**src/rtl/lcd_text_controller.sv**
```systemverilog
// HD44780-class character-LCD controller (8-bit, write-only).
// Keeps a host-writable text buffer and refreshes it to the panel forever after init.
module lcd_text_controller #(
    parameter int NUM_ROWS          = 2,
    parameter int NUM_COLS          = 16,
    parameter int POWERON_CYCLES    = 2_000_000,
    parameter int E_CYCLES          = 25,
    parameter int WAIT_CYCLES       = 2_500,
    parameter int CLEAR_WAIT_CYCLES = 100_000,
    parameter int ADDR_W            = $clog2(NUM_ROWS*NUM_COLS)
) (
    input  logic              clk,
    input  logic              reset,
    input  logic              wr_en,
    input  logic [ADDR_W-1:0] wr_addr,
    input  logic [7:0]        wr_data,
    output logic              rs,
    output logic              rw,
    output logic              enable,
    output logic [7:0]        data,
    output logic              init_done,
    output logic              frame_done
);
    localparam int DEPTH = NUM_ROWS * NUM_COLS;
    localparam logic [ADDR_W:0]   LP_DEPTH  = (ADDR_W+1)'(DEPTH);
    localparam logic [ADDR_W-1:0] LAST_ADDR = ADDR_W'(DEPTH - 1);
    localparam logic [4:0]        LAST_COL  = 5'(NUM_COLS - 1);
    localparam logic [1:0]        LAST_ROW  = 2'(NUM_ROWS - 1);

    typedef enum logic [1:0] {ST_POWERON, ST_INIT, ST_SET_ADDR, ST_WRITE_CHAR} state_t;
    typedef enum logic [1:0] {PH_SETUP, PH_PULSE, PH_SETTLE} phase_t;

    state_t            r_state;
    phase_t            r_phase;
    logic [31:0]       r_cnt;
    logic [1:0]        r_init_idx;
    logic [1:0]        r_row;
    logic [4:0]        r_col;
    logic [ADDR_W-1:0] r_char_addr;
    logic              r_rs;
    logic              r_data_is_char;
    logic [7:0]        r_cmd;
    logic [7:0]        r_rd_data;

    logic [7:0] r_mem [DEPTH] = '{default: 8'h20};

    logic        w_long_wait;
    logic [31:0] w_settle_limit;
    logic        w_launch;
    logic        w_last_col;
    logic        w_last_row;
    logic        w_next_is_char;
    logic [7:0]  w_next_cmd;
    logic        w_char_rd;
    logic        w_wr_ok;
    logic [ADDR_W-1:0] w_char_addr_inc;

    function automatic logic [7:0] f_row_cmd(input logic [1:0] row);
        case (row)
            2'd0:    return 8'h80;
            2'd1:    return 8'hC0;
            2'd2:    return 8'h80 + 8'(NUM_COLS);
            default: return 8'hC0 + 8'(NUM_COLS);
        endcase
    endfunction

    function automatic logic [7:0] f_init_cmd(input logic [1:0] idx);
        case (idx)
            2'd0:    return (NUM_ROWS == 1) ? 8'h30 : 8'h38;
            2'd1:    return 8'h06;
            2'd2:    return 8'h0C;
            default: return 8'h01;
        endcase
    endfunction

    // A launch is the edge that opens the SETUP cycle of the next transfer.
    always_comb begin
        w_long_wait     = (r_state == ST_INIT) && (r_init_idx == 2'd3);
        w_settle_limit  = w_long_wait ? 32'(CLEAR_WAIT_CYCLES - 1) : 32'(WAIT_CYCLES - 1);
        w_launch        = (r_state == ST_POWERON) ? (r_cnt == 32'(POWERON_CYCLES - 1))
                                                  : ((r_phase == PH_SETTLE) && (r_cnt == w_settle_limit));
        w_last_col      = (r_col == LAST_COL);
        w_last_row      = (r_row == LAST_ROW);
        w_next_is_char  = (r_state == ST_SET_ADDR) || ((r_state == ST_WRITE_CHAR) && !w_last_col);
        w_char_rd       = w_launch && w_next_is_char;
        w_wr_ok         = ({1'b0, wr_addr} < LP_DEPTH);
        w_char_addr_inc = (r_char_addr == LAST_ADDR) ? '0 : r_char_addr + 1'b1;
        w_next_cmd      = 8'h00;
        case (r_state)
            ST_POWERON:    w_next_cmd = f_init_cmd(2'd0);
            ST_INIT:       w_next_cmd = (r_init_idx == 2'd3) ? f_row_cmd(2'd0)
                                                             : f_init_cmd(r_init_idx + 2'd1);
            ST_WRITE_CHAR: w_next_cmd = f_row_cmd(w_last_row ? 2'd0 : r_row + 2'd1);
            default:       w_next_cmd = 8'h00;
        endcase
    end

    // Read-before-write: a write in the SETUP cycle reaches the panel next pass.
    always_ff @(posedge clk) begin
        if (wr_en && w_wr_ok)
            r_mem[wr_addr] <= wr_data;
        if (w_char_rd)
            r_rd_data <= r_mem[r_char_addr];
    end

    always_ff @(posedge clk) begin
        if (reset) begin
            r_state        <= ST_POWERON;
            r_phase        <= PH_SETUP;
            r_cnt          <= '0;
            r_init_idx     <= '0;
            r_row          <= '0;
            r_col          <= '0;
            r_char_addr    <= '0;
            r_rs           <= 1'b0;
            r_data_is_char <= 1'b0;
            r_cmd          <= 8'h00;
            enable         <= 1'b0;
            init_done      <= 1'b0;
            frame_done     <= 1'b0;
        end else begin
            frame_done <= 1'b0;
            if (w_launch) begin
                r_phase        <= PH_SETUP;
                r_cnt          <= '0;
                enable         <= 1'b0;
                r_rs           <= w_next_is_char;
                r_data_is_char <= w_next_is_char;
                if (!w_next_is_char)
                    r_cmd <= w_next_cmd;
                case (r_state)
                    ST_POWERON: begin
                        r_state    <= ST_INIT;
                        r_init_idx <= 2'd0;
                    end
                    ST_INIT: begin
                        if (r_init_idx == 2'd3) begin
                            r_state   <= ST_SET_ADDR;
                            r_row     <= 2'd0;
                            init_done <= 1'b1;
                        end else begin
                            r_init_idx <= r_init_idx + 2'd1;
                        end
                    end
                    ST_SET_ADDR: begin
                        r_state     <= ST_WRITE_CHAR;
                        r_col       <= 5'd0;
                        r_char_addr <= w_char_addr_inc;
                    end
                    default: begin
                        if (w_last_col) begin
                            r_col   <= 5'd0;
                            r_state <= ST_SET_ADDR;
                            if (w_last_row) begin
                                r_row      <= 2'd0;
                                frame_done <= 1'b1;
                            end else begin
                                r_row <= r_row + 2'd1;
                            end
                        end else begin
                            r_col       <= r_col + 5'd1;
                            r_char_addr <= w_char_addr_inc;
                        end
                    end
                endcase
            end else if (r_state == ST_POWERON) begin
                r_cnt <= r_cnt + 32'd1;
            end else begin
                case (r_phase)
                    PH_SETUP: begin
                        r_phase <= PH_PULSE;
                        enable  <= 1'b1;
                        r_cnt   <= '0;
                    end
                    PH_PULSE: begin
                        if (r_cnt == 32'(E_CYCLES - 1)) begin
                            r_phase <= PH_SETTLE;
                            enable  <= 1'b0;
                            r_cnt   <= '0;
                        end else begin
                            r_cnt <= r_cnt + 32'd1;
                        end
                    end
                    default: r_cnt <= r_cnt + 32'd1;
                endcase
            end
        end
    end

    assign rs   = r_rs;
    assign rw   = 1'b0;
    assign data = r_data_is_char ? r_rd_data : r_cmd;

endmodule
```
**config.mk**
```make
export PLATFORM = sky130hd
export DESIGN_NAME = lcd_text_controller
export DESIGN_NICKNAME = d
export VERILOG_FILES = /design/src/rtl/lcd_text_controller.sv
export SDC_FILE = /design/constraint.sdc
export NUM_CORES = 1
export LEC_CHECK = 0
export ABC_AREA = 0
export CORE_UTILIZATION = 30
export CTS_BUF_LIST = sky130_fd_sc_hd__clkbuf_8
export DETAILED_ROUTE_END_ITERATION = 10
export HOLD_SLACK_MARGIN = 0.05
export PLACE_DENSITY = 0.55
export SETUP_SLACK_MARGIN = 0.5
export SYNTH_ARGS = -nofsm -noshare
export SYNTH_HDL_FRONTEND = slang
export SYNTH_SLANG_ARGS = --single-unit
export TNS_END_PERCENT = 1
```
**constraint.sdc**
```tcl
create_clock -name clk -period 2.7 [get_ports clk]
set_input_delay 0.675 -clock clk [delete_from_list [all_inputs] [get_ports clk]]
set_output_delay 0.675 -clock clk [all_outputs]
set_load 0.005 [all_outputs]
```
# After elaboration in Yosys (flattened, before gate mapping)
# Memory sizes are Yosys's and may differ from the RTL's. A register that Yosys moved wholly into a read port is not among the register bits.
# Index checks and enable logic that the tools add are counted.
# totals
ff_bits,62
ramBits,256
in_bits,16
out_inout_bits,13
word_cells,101
n_memories,1
# memory_table
memory,words,width,read_ports,rd_ports_with_merged_regs,wr,line_no,text
r_mem,32,8,1,1,1,45,logic [7:0] r_mem [DEPTH] = '{default: 8'h20};
# classes
addsub,5
n_eq_ne,20
muxes,31
bitwise,6
reduce_logical,26
# op_table
cell,count
32-bit 2-to-1 mux,2
32-bit case mux with 2 select lines,1
"32-bit by 1-bit adder with 32-bit output, second input constant",1
32-bit by 17-bit == test with 1-bit output,1
"32-bit by 21-bit == test with 1-bit output, second input constant",1
"32-bit by 5-bit == test with 1-bit output, second input constant",1
8-bit case mux with 3 select lines,1
7-bit case mux with 3 select lines,1
5-bit case mux with 2 select lines,2
6-bit case mux with 3 select lines,1
17-bit 2-to-1 mux,1
8-bit 2-to-1 mux,2
5-bit 2-to-1 mux,3
3-bit AND reduction,5
2-bit 2-to-1 mux,7
"2-bit == test, second input constant",6
2-bit case mux with 2 select lines,3
"5-bit by 1-bit adder with 5-bit output, second input constant",2
"2-bit by 1-bit == test with 1-bit output, second input constant",5
2-bit zero test,4
1-bit NOT,6
2-bit case mux with 3 select lines,1
2-bit nonzero test,3
2-bit OR reduction,3
other kinds (14),25

# Longest topological paths before layout
# Gate-level depths: netlist of the first run.
# logic_depth
ltp_word,8
ltp_mapped,8
mapped_depth_nobuf,7

# Worst setup path after synthesis of the first run
# OpenSTA, ideal clock, no wires.
# synth_timing
path_type,reg2reg
from,register r_char_addr[0]
to,register r_rd_data[0] (read register of r_mem) (data pin)
setup_ps,260
t_arrival_ps,2169
required_time_ps,2440
path_slack_ps,271
path_stages_with_launch,6
path_buffers,2
period_less_slack_ps,2429
path_cell_list,dfxtp_1 > clkbuf_1 > clkbuf_1 > mux4_2 > mux4_2 > mux2_2
# synth_rtl
item,line_no,text
from (decl),39,logic [ADDR_W-1:0] r_char_addr;
from (signal assigned),148,r_char_addr <= w_char_addr_inc;
from (signal assigned),162,r_char_addr <= w_char_addr_inc;
to (decl),43,logic [7:0] r_rd_data;

==> reports/results.txt, run 1 <==
The worst voltage drop across the vdd grid is 0.000339 V, and the maximum count of clock buffers along a single path is 3. The die footprint came out at 45,800 um^2. The tree is rooted in a sky130_fd_sc_hd__clkbuf_8.

The worst hold path was traced through 2 stages. The logs give 7,478 for the total number of vias and 33 for the maximum number of pins on one net before global-route repair. Among all flip-flop cells after synthesis, the most frequent one is sky130_fd_sc_hd__edfxtp_1. Transition time of the tightest slew-check pin: 0.540 ns. The instance area at placement was 14,900 um^2; the final hold violation count was 0. The share of the yosys chip area belonging to registers was 0.678. The first-pass GRT wire length is 46,900 um. Ranked by total cell area, the synthesized netlist is headed by sky130_fd_sc_hd__edfxtp_1, sky130_fd_sc_hd__mux4_2, sky130_fd_sc_hd__dfxtp_1.

The tools report the number of clock buffers inserted by TritonCTS as 50. The port buffer count was 27. The startpoint identified for the worst hold timing path is r_cmd[6].

The final layout contains routed wiring with a total length of 30,400 um. Once detail routing completed, the nets flagged for antenna violations numbered 0. A synthesized cell averages 16.8 um^2. The layout overhead on the synthesized area is 19.1%.

The CTS H-tree depth came out at 2. The global router's overall resource usage was 0.133. The synthesized netlist contains 67 unique library cells. The congestion estimate from routability-driven global placement came to 0.783. The path class of the tightest hold or removal check is flip-flop to flip-flop. The quantity of hold-fixing buffers added after cts came out at 0.

For the initial antenna violation count, the log shows 0. End of the worst hold path: r_cmd[6]. The tools report the launching element type of the critical path as a flip-flop. The worst register-to-register path has a depth of 5. After the last flow step, the layout net total stands at 951. The fraction of the core area covered by cells at the end of the flow is 0.362, and the proportion of synthesized flip-flops having asynchronous set or reset is 0. The final instance area was 16,100 um^2. The share of the clock period used by the worst path after layout came out at 0.849. Across all register-to-register paths, the minimum setup slack is 0.41 ns.

The sum of negative setup slack is 0 ns, and the biggest fanout along the worst timing path is 8. The worst clock skew is 0.0287 ns. Global routing finished with a remaining overflow of 0. After detailed routing, the number of remaining DRC violations is 0. At the later pin of the worst-skew pair, clock insertion delay measures 0.59 ns. The tools report the upper clock frequency limit as 436 MHz.

The core region is 44,300 um^2. sky130_fd_sc_hd__edfxtp_1 takes more of the synthesized area than any other cell. The wire length per cell after detailed routing was 19.5 um.

The clock period minus final worst setup slack was 2.29 ns. The initialized floorplan defines 77 standard-cell rows. The number of flops mapped to enable cells by yosys is 264. The kind of capture point of the worst setup path is a flip-flop. 29 I/O pins were placed. The fraction of synthesized cell area taken by the top area cell type is 0.588, and the count of inserted antenna diode cells is 0. Yosys printed 0 warnings.

In this run, the number of DRC markers left after iteration 0 of detailed routing was 516. Counting every net in the synthesized netlist gives 826. The run gives 0 as the total of endpoints with negative setup slack in the final report. Critical setup path kind: flip-flop to flip-flop. The run finished with clean final reports. The post-CTS clock slew at the launch and capture registers of the worst setup and hold paths is 0.06 ns. Data on the critical path arrives at its endpoint at 2.64 ns. Hold timing on the final database bottoms out at a slack of 0.461 ns. The final number of max-transition violations was 0.

The run gives 5.13 nW as the static leakage. The tool flagged a number of max-cap violations equal to 0. In this run the critical register-to-register path is launched from r_char_addr[0]. Counting flops and latches in the post-synthesis netlist gives 325. Setup repair after global routing could not meet its margin everywhere. The synthesized netlist occupies a cell area of 13,500 um^2. STA puts the critical path data required time at 3.05 ns.

The cell area power density is 590 nW/um^2. The sink count of the clock tree was 325; the width of the die was 214 um. TritonCTS built the clock tree. The length of the first detailed-routing pass in iterations was 5; the cell count after synthesis was 801. From bottom edge to top edge, the die measures 214 um. The worst slew margin relative to its limit came out at 0.639.

The capture instance of the worst register-to-register path is r_rd_data[0]. Using the TritonRoute via totals, the vias-per-cell ratio works out to 4.80. The number of global-route vias before repair was 7,662; the total half-perimeter wirelength after legalization and detailed placement was 19,500 um. The share of layout cells above drive strength 1 came out at 0.300. The tools report the initial cell density of the core as 0.304.
[Yosys cell counts (all sizes together) (3+ instances only)]
master,count
o22ai,3
dfxtp,61
nand4,12
and4,3
inv,12
or2,3
clkbuf,22
buf,26
o21ai,7
nand3b,7
nand3,22
xnor2,21
a31oi,6
nor2b,5
nor4,16
and3,11
nor2,48
or4,5
edfxtp,264
mux2,18
nand4b,4
ha,9
o211ai,3
nor3b,4
nand2,34
nor3,41
or3b,3
mux4,80
xor2,10
mux2i,9
[cell usage in the layout (no fill, tap or decap), drive strengths merged, types with 3 or more instances in the layout]
| cell type | instances |
|---|---|
| a31oi | 6 |
| edfxtp | 264 |
| clkbuf | 54 |
| and3 | 11 |
| inv | 23 |
| nor2 | 48 |
| or4 | 5 |
| mux2i | 9 |
| or2 | 3 |
| nand3 | 22 |
| ha | 9 |
| xor2 | 10 |
| xnor2 | 21 |
| clkdlybuf4s50 | 18 |
| o21ai | 7 |
| dfxtp | 61 |
| nor2b | 5 |
| nand4b | 4 |
| or3b | 3 |
| clkinv | 29 |
| mux4 | 80 |
| o211ai | 3 |
| nand3b | 7 |
| nand4 | 12 |
| and4 | 3 |
| nor3b | 4 |
| nor3 | 41 |
| o22ai | 3 |
| nand2 | 34 |
| mux2 | 18 |
| buf | 95 |
| nor4 | 16 |
[layer usage]
| metal | up-vias | GRT usage | wire [um] |
|---|---|---|---|
| li1 | 3444 | - | - |
| met1 | 3797 | 0.188 | 14200 |
| met2 | 182 | 0.207 | 14200 |
| met3 | 55 | 0.0264 | 1480 |
| met4 | 0 | 0.0379 | 589 |
| met5 | - | 0 | 0 |
[flip-flops by register name (all words and copies together) (netlist names)]
signal          count
r_state             2
r_col               5
r_rd_data           8
r_row               2
r_data_is_char      1
r_char_addr         5
r_phase             2
r_cnt              32
init_done           1
frame_done          1
r_cmd               8
r_init_idx          2
r_mem             256
[logic make-up (layout without fill, tap and decap cells)]
logic type	count (synthesis)	in the layout	synth area share
flip-flops	325	325	0.678
other	1	1	0.000278
AO/OA/AOI/OAI	41	41	0.0234
XOR/XNOR	31	31	0.0201
AND/OR/NAND/NOR	227	227	0.0923
adder cells (fa/ha/maj)	9	9	0.00835
buffers and inverters	60	225	0.0220
multiplexers	107	107	0.155
[repair_timing]
item                                    in CTS  in global routing
pin swaps                                    1                  3
endpoints found under the setup margin      75                 81
buffers inserted                            15                  3
hold endpoints to repair                     0                  0
gates cloned                                 0                  1
gates resized for setup                     23                 25
[worst max-delay path, cell delays in order (launching register included)]
cell	delay, ns
sky130_fd_sc_hd__dfxtp_4	0.37
sky130_fd_sc_hd__buf_4	0.21
sky130_fd_sc_hd__buf_4	0.15
sky130_fd_sc_hd__mux4_2	0.54
sky130_fd_sc_hd__mux4_2	0.51
sky130_fd_sc_hd__mux2_2	0.28
[cell type report]
cell class | instances | area (um^2)
inverter | 12 | 45.0
clock buffer | 50 | 688
sequential | 325 | 9160
timing repair buffer | 121 | 1070
clock inverter | 42 | 229
tap | 592 | 741
fill | 4214 | 28300
multi-input combinational | 416 | 4130
[worst max-delay path by stage]
stage | to | depth (start not counted) | from
after floorplan | r_rd_data[7] | 6 | r_char_addr[0]
after global placement | r_mem[0][2] | 4 | wr_en
after detailed placement | r_mem[4][4] | 4 | wr_en
after CTS | data[2] | 3 | r_data_is_char
after global routing | r_cnt[10] | 7 | r_init_idx[1]
final | r_rd_data[0] | 5 | r_char_addr[0]
[stage by stage]
| step | cells | setup slack (ns) | power, mW |
|---|---|---|---|
| 2_1_floorplan | 801 | 0.500 | 5.65 |
| 3_3_place_gp | 1447 | 0.222 | 5.80 |
| 3_5_place_dp | 1447 | 0.195 | 5.80 |
| 4_1_cts | 1554 | 0.338 | 9.60 |
| 5_1_grt | 1558 | 0.372 | 9.83 |
| 6_report | 1558 | 0.407 | 9.48 |
[where the power goes]
group          internal (mW)  leakage, nW  switching [mW]
combinational         0.0680         1.74           0.144
clock                   1.85        0.516            1.94
sequential              5.46         2.87          0.0171
Power figures use the tool's default switching activity.
==> run 2, diff against run 1 <==
- PLACE_DENSITY: 0.55 -> 0.57
- clock period: 2.7 -> 2.1 ns (I/O delays scaled with it)
==> reports/results.txt, run 2 (synthesis results as in run 1) <==
The worst hold path terminates at init_done. Row generation in the floorplan step produced 77 rows. The multi-input combinational cells in the finished layout cover a total of 4260 um^2. The startpoint identified for the worst register-to-register timing path is r_char_addr[0]. The count of inserted antenna diode cells was 0; the biggest fanout along the worst timing path was 8.

Total length of routed wires: 31,300 um. Setup repair after global routing could not meet its margin everywhere. The upper clock frequency limit was 438 MHz. The die covers 45,800 um^2.

At the end of routability-driven placement, the weighted congestion stood at 0.807. The run finished, with violations left. The initial antenna violation count is 0. Dividing the detail-routed wire length by the instance count gives 19.6 um. The clock period minus final worst setup slack was 2.28 ns; the total number of vias was 7,786.

For the worst path arrival time, the log shows 2.64 ns. The global router's overall resource usage is 0.139, and the sum of negative setup slack is -1.49 ns. After clock tree synthesis, the clock-pin slew on the worst setup and hold paths is 0.07 ns. The tools report the number of fillers in the final layout as 4,203. The logs give -0.183 ns for the worst setup slack after layout and 0 for the post-route DRC violation count.

VDD sags by at most 0.000422 V. TritonCTS built the clock tree. The sequential cell area in the final layout is 9160 um^2. The number of global-route vias before repair was 8,047.

Kind of path behind the tightest hold check: flip-flop to flip-flop. The number of cells on the worst reg-to-reg path is 5. Port buffering added 27 buffers. OpenSTA, run right after detailed placement, puts the worst setup slack at -0.212 ns. The final hold violation count is 0.

Commonest non-fill, non-tap cell in the layout: sky130_fd_sc_hd__edfxtp_1. The first detailed-routing pass took 5 iterations. The number of cells on the worst hold path is 2.

Launching element type of the critical path: a flip-flop. The register with the most flip-flops in the layout has 256 of them. The first global-routing pass estimated 48,600 um of wire.

Height of the die: 214 um. Kind of capture point of the worst setup path: a flip-flop. Clock tree synthesis found a total of 325 sinks. The worst slew margin relative to its limit is 0.648. At the worst endpoint, the required time is 2.46 ns. In the final layout, the registers with the most flip-flops are r_mem x256, r_cnt x32.

The logs give 18 for the total of endpoints with negative setup slack in the final report and 29 for the I/O pin count. Hold repair after CTS inserted 0 buffers. The tools report the final number of max-transition violations as 0. The source of the worst hold timing path was init_done. Later-pin clock latency in the skew report: 0.61 ns.

The logs give 0.0436 ns for the worst clock skew and 2 for the CTS H-tree depth. The final layout contains 995 nets. Counting the buffers created by CTS gives 50. The transition time of the tightest slew-check pin is 0.528 ns, and the total half-perimeter wirelength after legalization and detailed placement is 19,600 um. The top cell types in the final layout, fill and taps aside, are sky130_fd_sc_hd__edfxtp_1, sky130_fd_sc_hd__buf_4, sky130_fd_sc_hd__mux4_2. No sink is reached through more buffers than the 3 on the longest clock path. The core region is 44,300 um^2. The share of the clock period used by the worst path after layout works out to 1.09. CTS placed an instance of sky130_fd_sc_hd__clkbuf_8 at the clock tree root. Summed over all layers, the global routing overflow is 0. The worst register-to-register path has a setup slack of -0.18 ns. Once detail routing completed, the nets flagged for antenna violations numbered 0.

The tools report the detailed router's first-iteration violation count as 713. In this run the critical register-to-register path is captured at r_rd_data[2]. The cell area power density was 753 nW/um^2.

The checks that failed: negative setup slack. The width of the die works out to 214 um. Using the TritonRoute via totals, the vias-per-cell ratio works out to 4.88.

The share of layout cells above drive strength 1 works out to 0.356. The final total power was 12.6 mW. The register name with the most flops is r_mem. Critical setup path kind: flip-flop to flip-flop. The analysis attributes to cell leakage a power of 5.44 nW.

The tools report the initial cell density of the core as 0.304. Compared with the post-synthesis result, the final layout area differs by 23.9%. The run gives 0 as the count of maximum capacitance violations. The run gives 35 as the maximum number of pins on one net before global-route repair.
==> run 2: metrics by stage <==
stage | utilization | instances | cell area [um^2] | hold WS (ns)
5_1_grt | 0.377 | 1597 | 16700 | 0.490
2_1_floorplan | - | 801 | 13500 | 0.426
3_5_place_dp | 0.347 | 1503 | 15400 | 0.452
4_1_cts | 0.375 | 1596 | 16600 | 0.470
3_3_place_gp | 0.347 | 1503 | 15400 | 0.447
6_report | 0.377 | 1597 | 16700 | 0.466
==> run 2: critical path, stage by stage, from the launching register on <==
cell and delay (ns):
sky130_fd_sc_hd__dfxtp_4 0.44, sky130_fd_sc_hd__buf_12 0.13, sky130_fd_sc_hd__buf_16 0.14, sky130_fd_sc_hd__mux4_2 0.52, sky130_fd_sc_hd__mux4_2 0.52, sky130_fd_sc_hd__mux2_4 0.28
==> run 2: per-layer routing <==
layer	global-route usage	up-vias	share of wire
met3	0.0251	49	0.058
met1	0.195	3982	0.46
met4	0.0329	0	0.015
met5	0	-	0
met2	0.221	213	0.47
li1	-	3542	-
==> run 2: report_power, final <==
part	internal (mW)	switching, mW	total, mW
clock network	2.74	2.53	5.27
logic	0.108	0.179	0.287
registers	7.02	0.0190	7.04
total	9.87	2.72	12.6
==> run 2: cell type report <==
cell class,count,area share
well taps,592,0.0443
multi-input cells,416,0.255
clock buffers,50,0.0412
inverters,12,0.00269
clock inverters,37,0.0171
flip-flops and latches,325,0.548
repair buffers,165,0.0915
==> run 2: how the worst max path moves through the flow <==
stage / depth (start not counted) / endpoint / startpoint
floorplan: 6 / r_rd_data[7] / r_char_addr[0]
global placement: 9 / r_rd_data[5] / r_cnt[29]
detailed placement: 9 / r_rd_data[1] / r_cnt[29]
CTS: 5 / r_rd_data[2] / r_char_addr[0]
global route: 5 / r_rd_data[2] / r_char_addr[0]
finish: 5 / r_rd_data[2] / r_char_addr[0]
==> run 2: repair_timing <==
item | CTS | global route
setup endpoints to repair | 100 | 89
resized for setup | 85 | 27
pin swaps | 21 | 6
cloned | 2 | 1
setup buffers | 4 | 0
==> run 3, diff against run 2 <==
- CORE_UTILIZATION: 30 -> 50
- PLACE_DENSITY: 0.57 -> 0.8
==> reports/results.txt, run 3 (synthesis results as in run 1) <==
For the worst hold-check slack, the log shows 0.448 ns. The initial antenna violation count was 1; the later-pin clock latency in the skew report was 0.58 ns. At the worst endpoint, the arrival time is 2.64 ns. The logs give 0.0249 ns for the worst clock skew and 7,911 for the number of global-route vias before repair. Summed over all nets, wire length on met3 after detailed routing comes to 2480 um. The power share of the combinational group was 0.026; the cell area power density was 745 nW/um^2. r_mem holds more flip-flops than any other register.

The layout overhead on the synthesized area works out to 23.3%. Along the worst path, the maximum fanout reaches 6. Setup violations remaining at the end of the flow were counted as 16.

The placed cell count was 1,248; the count of inserted antenna diode cells was 0. The I/O pin count is 29, and the sink count of the clock tree is 325. The critical path is of the flip-flop to flip-flop type. The CTS H-tree depth was 2; the port buffer count was 27. In this run the remaining antenna-violating nets after routing total 0.

The clock period minus final worst setup slack was 2.31 ns. The run finished, with violations left. The flip-flop count of the largest register after layout was 256; the core region area was 26,300 um^2. Wire segments on met2 add up to 14,800 um in the final route. In this run the horizontal extent of the chip is 166 um.

The run gives 30,900 um as the total length of routed wires. The tools report the worst-case register-to-register setup slack as -0.21 ns. The global placement routability congestion is 0.825.

In the routed design, unresolved DRC markers number 2. Detailed placement finished with a half-perimeter wire length of 19,200 um. For the detailed router's first-iteration violation count, the log shows 886.

Top cell family by delay on the critical path: multiplexers. The leftover overflow at the end of global routing is 0, and the global router's overall resource usage is 0.226. The maximum count of clock buffers along a single path came out at 3. Signal routing reaches up to met4.

The run gives 0.568 as the sequential power share. Excluding fillers, the count of instances in the completed layout stands at 1,351. On the worst path, the slowest cell contributes a delay of 0.53 ns. Derived from the worst setup path, the maximum achievable clock frequency is 433 MHz.

Summed over all nets, the switching power comes to 2.67 mW. Worst setup slack after layout: -0.207 ns. The internal power of the cells totals 9.72 mW. Hold repair after CTS inserted 0 buffers.

Worst voltage drop across the vdd grid: 0.000771 V. The tools report the launching element type of the critical path as a flip-flop. The wire length per cell after detailed routing was 22.9 um. The instance area at placement was 15,000 um^2. The run gives 0.633 as the fraction of the core area covered by cells at the end of the flow.

The count of maximum capacitance violations is 0, and the post-CTS clock slew at the launch and capture registers of the worst setup and hold paths is 0.06 ns. For this design the static power due to leakage is 5.54 nW. The final net count is 1,001. The share of layout cells above drive strength 1 is 0.381.

Buffers inserted during clock tree synthesis total 49. The tightest min-delay check is of the flip-flop to flip-flop type. The first global-routing pass estimated 47,200 um of wire. The length of the first detailed-routing pass in iterations was 9. STA classifies the critical path endpoint as a flip-flop.

For this design, the slowest cell found on the critical path is sky130_fd_sc_hd__mux4_2. For the worst setup path, the data required time is 2.43 ns. The share of the clock period used by the worst path after layout works out to 1.10. Summing all non-filler instances in the final layout gives an area of 16,600 um^2. The initial cell density of the core was 0.513; the total number of vias was 8,072. The largest registers in the layout are r_mem x256, r_cnt x32.

The detail-routed via count per cell works out to 5.97. Setup repair after global routing could not meet its margin everywhere. The switching share of power is 0.216. The logs give 0.406 for the share of power burned in the clock network and 0 for the final number of max-transition violations. The height of the die is 166 um, and the final hold violation count is 0.

The die footprint is 27,600 um^2. The final reports fail on design-rule violations, negative setup slack. The number of rows in the core area came out at 59.

Clock tree synthesis selected as its root buffer the cell sky130_fd_sc_hd__clkbuf_8. TritonCTS built the clock tree. After detailed routing, the wire length on met1 is 12,800 um. Counting both buffers and inverters, the worst setup path holds a total of 2.

In the layout the commonest cells are sky130_fd_sc_hd__edfxtp_1, sky130_fd_sc_hd__buf_4, sky130_fd_sc_hd__mux4_2. Traced cell by cell, the critical path runs through buf_12, buf_12, mux4_2, mux4_2, mux2_4. Leaving out fill and tap cells, the most frequent cell in the layout is sky130_fd_sc_hd__edfxtp_1.

Entering global routing, the biggest net connects 33 pins.
-- run 3: cell types whose count changed in the layout (fill, tap and decap cells not counted), moves of 5 or more --
cell                       change
sky130_fd_sc_hd__nor3_2        +8
sky130_fd_sc_hd__nor3_4        +8
sky130_fd_sc_hd__inv_1        +11
sky130_fd_sc_hd__nor3_1       -16
sky130_fd_sc_hd__buf_6         +9
sky130_fd_sc_hd__clkinv_1      -5
-- run 3: cell type report --
| cell class | instances | area, um^2 |
|---|---|---|
| Clock buffer | 49 | 674 |
| Clock inverter | 42 | 272 |
| Fill cell | 1754 | 9640 |
| Inverter | 12 | 45.0 |
| Multi-Input combinational cell | 416 | 4440 |
| Sequential cell | 325 | 9160 |
| Tap cell | 335 | 419 |
| Timing Repair Buffer | 172 | 1620 |
-- run 3: worst reg2reg max path: cells and delay by family, from the launching register on --
family   cells  cell delay (ns)
mux          3             1.34
flops        1             0.44
buf+inv      2             0.29
-- run 3: path summary, 6_finish.rpt --
kind / startpoint / endpoint / cells after the start
hold / removal: init_done / init_done / 2
setup reg to reg: r_char_addr[0] / r_rd_data[4] / 5
setup / recovery: r_char_addr[0] / r_rd_data[4] / 5
hold reg to reg: init_done / init_done / 2
-- run 3: what timing repair did --
item,4_1_cts,5_1_grt
resized for setup,102,57
gates cloned,3,1
buffers inserted,8,0
endpoints found under the setup margin,153,103
hold endpoints to repair,0,0
pin swaps,28,24
-- run 3: power by group through the flow --
stage	clock network [mW]	registers [mW]	logic, mW
after CTS	5.10	7.04	0.304
after detailed placement	0	7.18	0.294
after global routing	5.40	7.04	0.340
after global placement	0	7.17	0.282
after floorplan	0	7.17	0.0958
final	5.03	7.04	0.318
-- run 3: stage by stage --
stage / TNS, ns / setup slack, ns / total power [mW]
4_1_cts: -1.88 / -0.193 / 12.4
3_5_place_dp: -13.81 / -0.235 / 7.47
5_1_grt: -2.87 / -0.236 / 12.8
6_report: -1.69 / -0.207 / 12.4
3_3_place_gp: -12.37 / -0.230 / 7.45
2_1_floorplan: -0.944 / -0.0763 / 7.27
-- run 3: layer usage --
metal,up-vias,track usage
li1,3554,-
met1,4066,0.317
met2,399,0.359
met3,53,0.0429
met4,0,0.0749
met5,-,0
